## src/rtl/fu_result_queue.sv

```systemverilog
// Per-functional-unit result buffer: small in-order circular FIFO between one
// functional unit's output and the retirement arbiter.

package fu_pkg;
  typedef enum logic [2:0] {
    FU_ALU    = 3'd0,
    FU_MUL    = 3'd1,
    FU_LSU    = 3'd2,
    FU_BRANCH = 3'd3,
    FU_CSR    = 3'd4
  } e_functional_unit;

  localparam int FU_CNT = 5;
endpackage

module fu_result_queue
  import fu_pkg::*;
#(
  parameter int               DATA_WIDTH = 64,
  parameter int               DEPTH      = 4,
  parameter e_functional_unit UNIT       = e_functional_unit'(0)
) (
  input  logic                         clk_i,
  input  logic                         rst_i,
  input  logic                         flush_i,
  fu_result_queue_if.slave             res_if,
  output logic                         retirement_ready_o,
  output logic [DATA_WIDTH-1:0]        unit_result_o,
  input  e_functional_unit             unit_retire_i,
  input  logic                         retire_en_i,
  output logic [$clog2(DEPTH+1)-1:0]   count_o
);

  localparam int PTR_W = $clog2(DEPTH);
  localparam int CNT_W = $clog2(DEPTH + 1);

  if (DEPTH < 2 || (DEPTH & (DEPTH - 1)) != 0) begin : g_depth_check
    $error("fu_result_queue: DEPTH must be a power of two and at least 2");
  end

  logic [DATA_WIDTH-1:0] mem [DEPTH];
  logic [PTR_W-1:0]      wr_ptr;
  logic [PTR_W-1:0]      rd_ptr;
  logic [CNT_W-1:0]      count;
  logic [CNT_W-1:0]      count_nxt;
  logic                  push;
  logic                  pop;

  // Ready looks only at registered occupancy, so a same-cycle pop never
  // frees a slot for a push and the grant has no path to result_ready.
  assign res_if.result_ready = (count < CNT_W'(DEPTH)) && !rst_i;
  assign retirement_ready_o  = (count != '0);
  assign unit_result_o       = retirement_ready_o ? mem[rd_ptr] : '0;
  assign count_o             = count;

  assign push = res_if.result_valid && res_if.result_ready;
  assign pop  = retire_en_i && (unit_retire_i == UNIT) && retirement_ready_o;

  // NOTE: combinational blocks assign a default first so no latch is inferred.
  always_comb begin
    count_nxt = count;
    case ({push, pop})
      2'b10:   count_nxt = count + CNT_W'(1);
      2'b01:   count_nxt = count - CNT_W'(1);
      default: count_nxt = count;
    endcase
  end

  // NOTE: sequential state uses non-blocking assignments so every flop samples
  // pre-edge values regardless of statement order.
  always_ff @(posedge clk_i) begin
    if (rst_i || flush_i) begin
      wr_ptr <= '0;
      rd_ptr <= '0;
      count  <= '0;
    end else begin
      if (push) wr_ptr <= wr_ptr + PTR_W'(1);
      if (pop)  rd_ptr <= rd_ptr + PTR_W'(1);
      count <= count_nxt;
    end
  end

  // NOTE: storage is deliberately not reset; the empty check masks stale data.
  always_ff @(posedge clk_i) begin
    if (push && !flush_i) mem[wr_ptr] <= res_if.result;
  end

endmodule

```

## src/rtl/fu_result_queue_if.sv

```systemverilog
// Result handshake from a functional unit into its result queue.

interface fu_result_queue_if #(
  parameter int DATA_WIDTH = 64
);
  logic                  result_valid;
  logic [DATA_WIDTH-1:0] result;
  logic                  result_ready;

  modport master (output result_valid, output result, input  result_ready);
  modport slave  (input  result_valid, input  result, output result_ready);
endinterface

```

## src/flat_wrapper.sv

```systemverilog
// flat-port wrapper written by rule: the top's interface ports become plain ports
module fu_result_queue_flat import fu_pkg::*;
#(
  parameter int               DATA_WIDTH = 64,
  parameter int               DEPTH      = 4,
  parameter e_functional_unit UNIT       = e_functional_unit'(0)
)
  (clk_i, rst_i, flush_i, retirement_ready_o, unit_result_o, unit_retire_i, retire_en_i, count_o, res_if_result_valid, res_if_result, res_if_result_ready);
  fu_result_queue_if #(.DATA_WIDTH(DATA_WIDTH)) res_if_i ();
  input  logic clk_i;
  input  logic rst_i;
  input  logic flush_i;
  output logic retirement_ready_o;
  output logic [DATA_WIDTH-1:0] unit_result_o;
  input  e_functional_unit unit_retire_i;
  input  logic retire_en_i;
  output logic [$clog2(DEPTH+1)-1:0] count_o;
  input wire logic [$bits(res_if_i.result_valid)-1:0] res_if_result_valid;
  input wire logic [$bits(res_if_i.result)-1:0] res_if_result;
  output wire logic [$bits(res_if_i.result_ready)-1:0] res_if_result_ready;
  assign res_if_i.result_valid = res_if_result_valid;
  assign res_if_i.result = res_if_result;
  assign res_if_result_ready = res_if_i.result_ready;
  fu_result_queue #(.DATA_WIDTH(DATA_WIDTH), .DEPTH(DEPTH), .UNIT(UNIT)) u_core (.clk_i(clk_i), .rst_i(rst_i), .flush_i(flush_i), .res_if(res_if_i), .retirement_ready_o(retirement_ready_o), .unit_result_o(unit_result_o), .unit_retire_i(unit_retire_i), .retire_en_i(retire_en_i), .count_o(count_o));
endmodule
```

## config.mk

```make
export PLATFORM = sky130hd
export DESIGN_NAME = fu_result_queue_flat
export DESIGN_NICKNAME = d
export VERILOG_FILES = /design/src/rtl/fu_result_queue.sv /design/src/rtl/fu_result_queue_if.sv /design/src/flat_wrapper.sv
export SDC_FILE = /design/constraint.sdc
export NUM_CORES = 1
export LEC_CHECK = 0
export CORE_MARGIN = 4
export CORE_UTILIZATION = 43
export CTS_CLUSTER_SIZE = 12
export DETAILED_ROUTE_END_ITERATION = 7
export PLACE_DENSITY = 0.65
export SYNTH_ARGS = -nofsm -noshare
export SYNTH_HDL_FRONTEND = slang
export SYNTH_SLANG_ARGS = --single-unit
```

## constraint.sdc

```tcl
create_clock -name clk_i -period 8.45 [get_ports clk_i]
set_input_delay 1.69 -clock clk_i [delete_from_list [all_inputs] [get_ports clk_i]]
set_output_delay 1.69 -clock clk_i [all_outputs]
set_load 0.01 [all_outputs]
```

# After elaboration in Yosys (flattened, before gate mapping)
# Memories as Yosys holds them, arrays and structs flattened. A register that Yosys moved wholly into a read port is not among the register bits.
# Cells that the tools add are included.
[op_classes] addsub=4 order_cmp=1 eq_ne=2 muxes=6 n_reduce_logical=11
[op_table] operator="$mux W64" count=1
[op_table] operator="$pmux W3 S2" count=1
[op_table] operator="$logic_and A1 B1 Y1" count=5
[op_table] operator="$add A2 B1 Y2 const B" count=2
[op_table] operator="$mux W2" count=2
[op_table] operator="$add A3 B1 Y3 const B" count=1
[op_table] operator="$logic_not A3 Y1" count=1
[op_table] operator="$lt A3 B3 Y1 const B" count=1
[op_table] operator="$reduce_bool A3 Y1" count=1
[op_table] operator="$sub A3 B1 Y3 const B" count=1
[op_table] operator="$eq A2 B1 Y1 const B" count=1
[op_table] operator="$eq A2 B2 Y1 const B" count=1
[op_table] operator="$logic_not A1 Y1" count=2
[op_table] operator="$mux W1" count=2
[op_table] operator="$reduce_bool A2 Y1" count=1
[op_table] operator="$logic_or A1 B1 Y1" count=1
[totals] ff_bits=7 mem_bits_rw=256 wordCells=28 mem_count=1
[memory_table] name="u_core.mem" words=4 width=64 read_ports=1 rd_ports_with_merged_regs=1 wr=1 line_no="fu_result_queue.sv:41" text="logic [DATA_WIDTH-1:0] mem [DEPTH];"

# Logic depth before layout (Yosys ltp)
[logic_depth] ltp_word=6 depth_mapped=8 mapped_depth_nobuf=8

# Worst setup path after synthesis
# No wires, ideal clock.
[synth_path] path_type="input port to flip-flop" from="in rst_i" to="mem u_core.mem[0][0], enable pin" arrival_time_ps=3828 path_slack_ps=4193 path_stages=3 path_buffers=0 cell_sequence="or3b_2 -> nor2_1 -> and2_1"
[synth_via] elab_chain_cells=6
[synth_lines] item="start: declaration" line_no="flat_wrapper.sv:11" text="input logic rst_i;"
[synth_lines] item="$logic_not A1 Y1" line_no="fu_result_queue.sv:51" text="assign res_if.result_ready = (count < CNT_W'(DEPTH)) && !rst_i;"
[synth_lines] item="$logic_and A1 B1 Y1" line_no="fu_result_queue.sv:51"
[synth_lines] item="$logic_and A1 B1 Y1" line_no="fu_result_queue.sv:56" text="assign push = res_if.result_valid && res_if.result_ready;"
[synth_lines] item="$logic_and A1 B1 Y1" line_no="fu_result_queue.sv:85" text="if (push && !flush_i) mem[wr_ptr] <= res_if.result;"
[synth_lines] item="$mux W1" line_no="fu_result_queue.sv:85"
[synth_lines] item="$mux W1 (not written as such)" line_no="fu_result_queue.sv:85"
[synth_lines] item="end: declaration" line_no="fu_result_queue.sv:41"
# No other way between the ends.

==> metrics.txt <==
placed cell area=11800 um^2; sequential share of the synthesized area=77.8%; Reg2Reg Setup Slack=5.96 ns; EDFF count, synth=256; logic gate share of total power=3.8%; cell count after synthesis=460; Top Layer Used=met5; Syn Std Cell Area=10100 um^2; Fmax=202 MHz; Worst Setup End Kind=output pin; WL met3=1080 um; Main synth FF type=edfxtp_1; overall routing resource usage=14.8%; post-CTS setup buffer count=0; CTS hold repair buffers=0; Final setup viols=0; fin crit share=58.5%; min Tclk post-route=4.94 ns; dpl hpwl=10600 um; Reg clk slew, reported paths=0.06 ns; Hold Path Class=reg2reg; status=completed; Top Ports=141; GP Congestion=0.671; Setup WS pre-CTS=3.92 ns; Mapped Avg Cell Area=22.0 um^2; fin area=12700 um^2; grt ovf=0; Final nets=687; first-pass GRT wire length=30300 um; FF-to-FF End=u_core.mem[3][30]; Pins Over Slew Limit=0; Seq pwr share=54.7%; Setup crit start kind=flop; Clock Power Share=41.4%; fillcell total=1780; via count=4796; ant diodes=0; NetSw=0.503 mW; CTS buffer count=28; Post-DRT Antenna Nets=0; pin count of the biggest net entering global routing=66; clk root buf=clkbuf_16; core area=22900 um^2; vias in the first global route=5438; post-synthesis register bit count=265; final count of hold timing violations=0; Synth cell types=26; Setup Skew=0.00800 ns; die height=161 um; Metal-1 WL=7870 um; initial antenna violation count=1; DR vias/cell=5.11; port bufs=140; clk sinks=265; DIE WIDTH=161 um; yosys warns=0; power per cell area=210 nW/um^2; WP data required=6.76 ns; setup tns final=0 ns; min setup slack post-route=3.51 ns; max cap viols=0; Synth top area share=76.0%; H-tree Lvls=1; share of post-route cells with drive strength above 1=17.4%; Post-synth top cells=edfxtp_1, and2_1, mux4_2; metal2 WL=9930 um; drt pass-1 iters=4; Worst R2R Start=u_core.count_o[2]; post-CTS sizing=0; P_int=2.16 mW; Starting DRT DRC Count=256; Sw Ratio=18.9%; leakage power=3.93 nW; overall power=2.66 mW; row count=55; Peak VDD IR=142 uV; RSZ-0062 raised after global routing=no; critical path data arrival time=3.25 ns; Layout Area Growth over Synthesis=25.2%; biggest area consumer among synthesized cells=edfxtp_1; final wirelength=19200 um; critical path class=reg2out; most frequent cell after synthesis=edfxtp_1; slew at the pin closest to its max-slew limit=1.12 ns; worst setup path endpoint=unit_result_o[52]; DRC=0; post-synthesis async set-or-reset flop share=0%; Clock Latency Late Sink=0.52 ns; CP max FO=46; Routed WL per cell=20.5 um; Mapped Nets=538; initial core utilization=44.1%; DIE AREA=26000 um^2; Slew Limit Headroom=25.4%; Max Buffers Root-to-Sink=3; top cells by area, synth=edfxtp_1, mux4_2, and2_1; TritonCTS clock tree=done; R2R depth=3
-- how the worst min path moves through the flow --
| stage | end | slack [ns] | cells past startpoint | from |
|---|---|---|---|---|
| 2_1_floorplan | flop | 0.45 | 2 | u_core.rd_ptr[1] |
| 3_3_place_gp | flop | 0.45 | 2 | u_core.rd_ptr[1] |
| 3_5_place_dp | flop | 0.48 | 2 | u_core.rd_ptr[1] |
| 4_1_cts | flop | 0.49 | 2 | u_core.rd_ptr[1] |
| 5_1_grt | flop | 0.53 | 2 | u_core.rd_ptr[1] |
| 6_report | flop | 0.49 | 2 | u_core.rd_ptr[1] |
-- state kept, by name, summed over array words and instances (netlist names), named ones only --
signal and cells:
u_core.wr_ptr 2, u_core.mem 256, u_core.rd_ptr 2, u_core.count_o 3
-- area by class of cell --
type | instances | area [um^2] | share of cell area (%)
clock buffer | 35 | 748 | 5.91
multi-input combinational | 166 | 2130 | 16.9
inverter | 7 | 26.3 | 0.208
tap | 313 | 392 | 3.09
timing repair buffer | 141 | 1410 | 11.1
sequential | 265 | 7880 | 62.2
clock inverter | 12 | 75.1 | 0.593
-- cell families after synthesis --
| logic type | Yosys count | synth area share (%) |
|---|---|---|
| adders and majority gates | 6 | 0.817 |
| AOI/OAI and AO/OA | 8 | 0.421 |
| DFF | 265 | 77.8 |
| buffers and inverters | 29 | 1.20 |
| muxes | 65 | 14.4 |
| and+or+nand+nor | 84 | 5.15 |
| xor gates and xnor gates | 3 | 0.260 |
-- routing by layer --
| layer | global-route usage [%] | vias up |
|---|---|---|
| li1 | - | 2150 |
| met1 | 19.2 | 2486 |
| met2 | 25.4 | 127 |
| met3 | 3.24 | 31 |
| met4 | 4.27 | 2 |
| met5 | 0 | - |
-- critical path, stage by stage, from the launching register on --
cell             delay [ns]
dfxtp_4                0.59
buf_4                  0.81
mux4_2                 0.64
and2_1                 0.19
clkdlybuf4s50_1        0.47
-- cell usage in the layout, fill, tap and decap left out, types with 2 or more instances in the layout --
cell             count
clkdlybuf4s50_1    140
clkinv_1             8
clkbuf_1             6
ha_1                 5
o21ai_0              2
inv_1                6
mux4_2              64
clkbuf_16           29
dfxtp_4              2
and2_1              64
clkinv_2             3
xor2_1               2
edfxtp_1           256
dfxtp_1              7
and2_4               4
or3_1                2
nor2_1               8
a21oi_1              5
-- power by group through the flow --
stage	Combinational, mW	Sequential (mW)	Clock [mW]
finish	0.102	1.46	1.10
detailed placement	0.104	1.49	0
floorplan	0.0314	1.49	0
CTS	0.104	1.46	1.14
global placement	0.0999	1.48	0
global route	0.111	1.46	1.20
-- per-stage QoR --
stage,std cells,utilization [%],hold slack [ns]
after detailed placement,892,51.6,0.478
after floorplan,460,-,0.453
after global routing,939,55.2,0.534
final,939,55.2,0.487
after CTS,939,55.2,0.488
after global placement,892,51.6,0.452
Note: power is estimated with default switching activity, not from simulation.
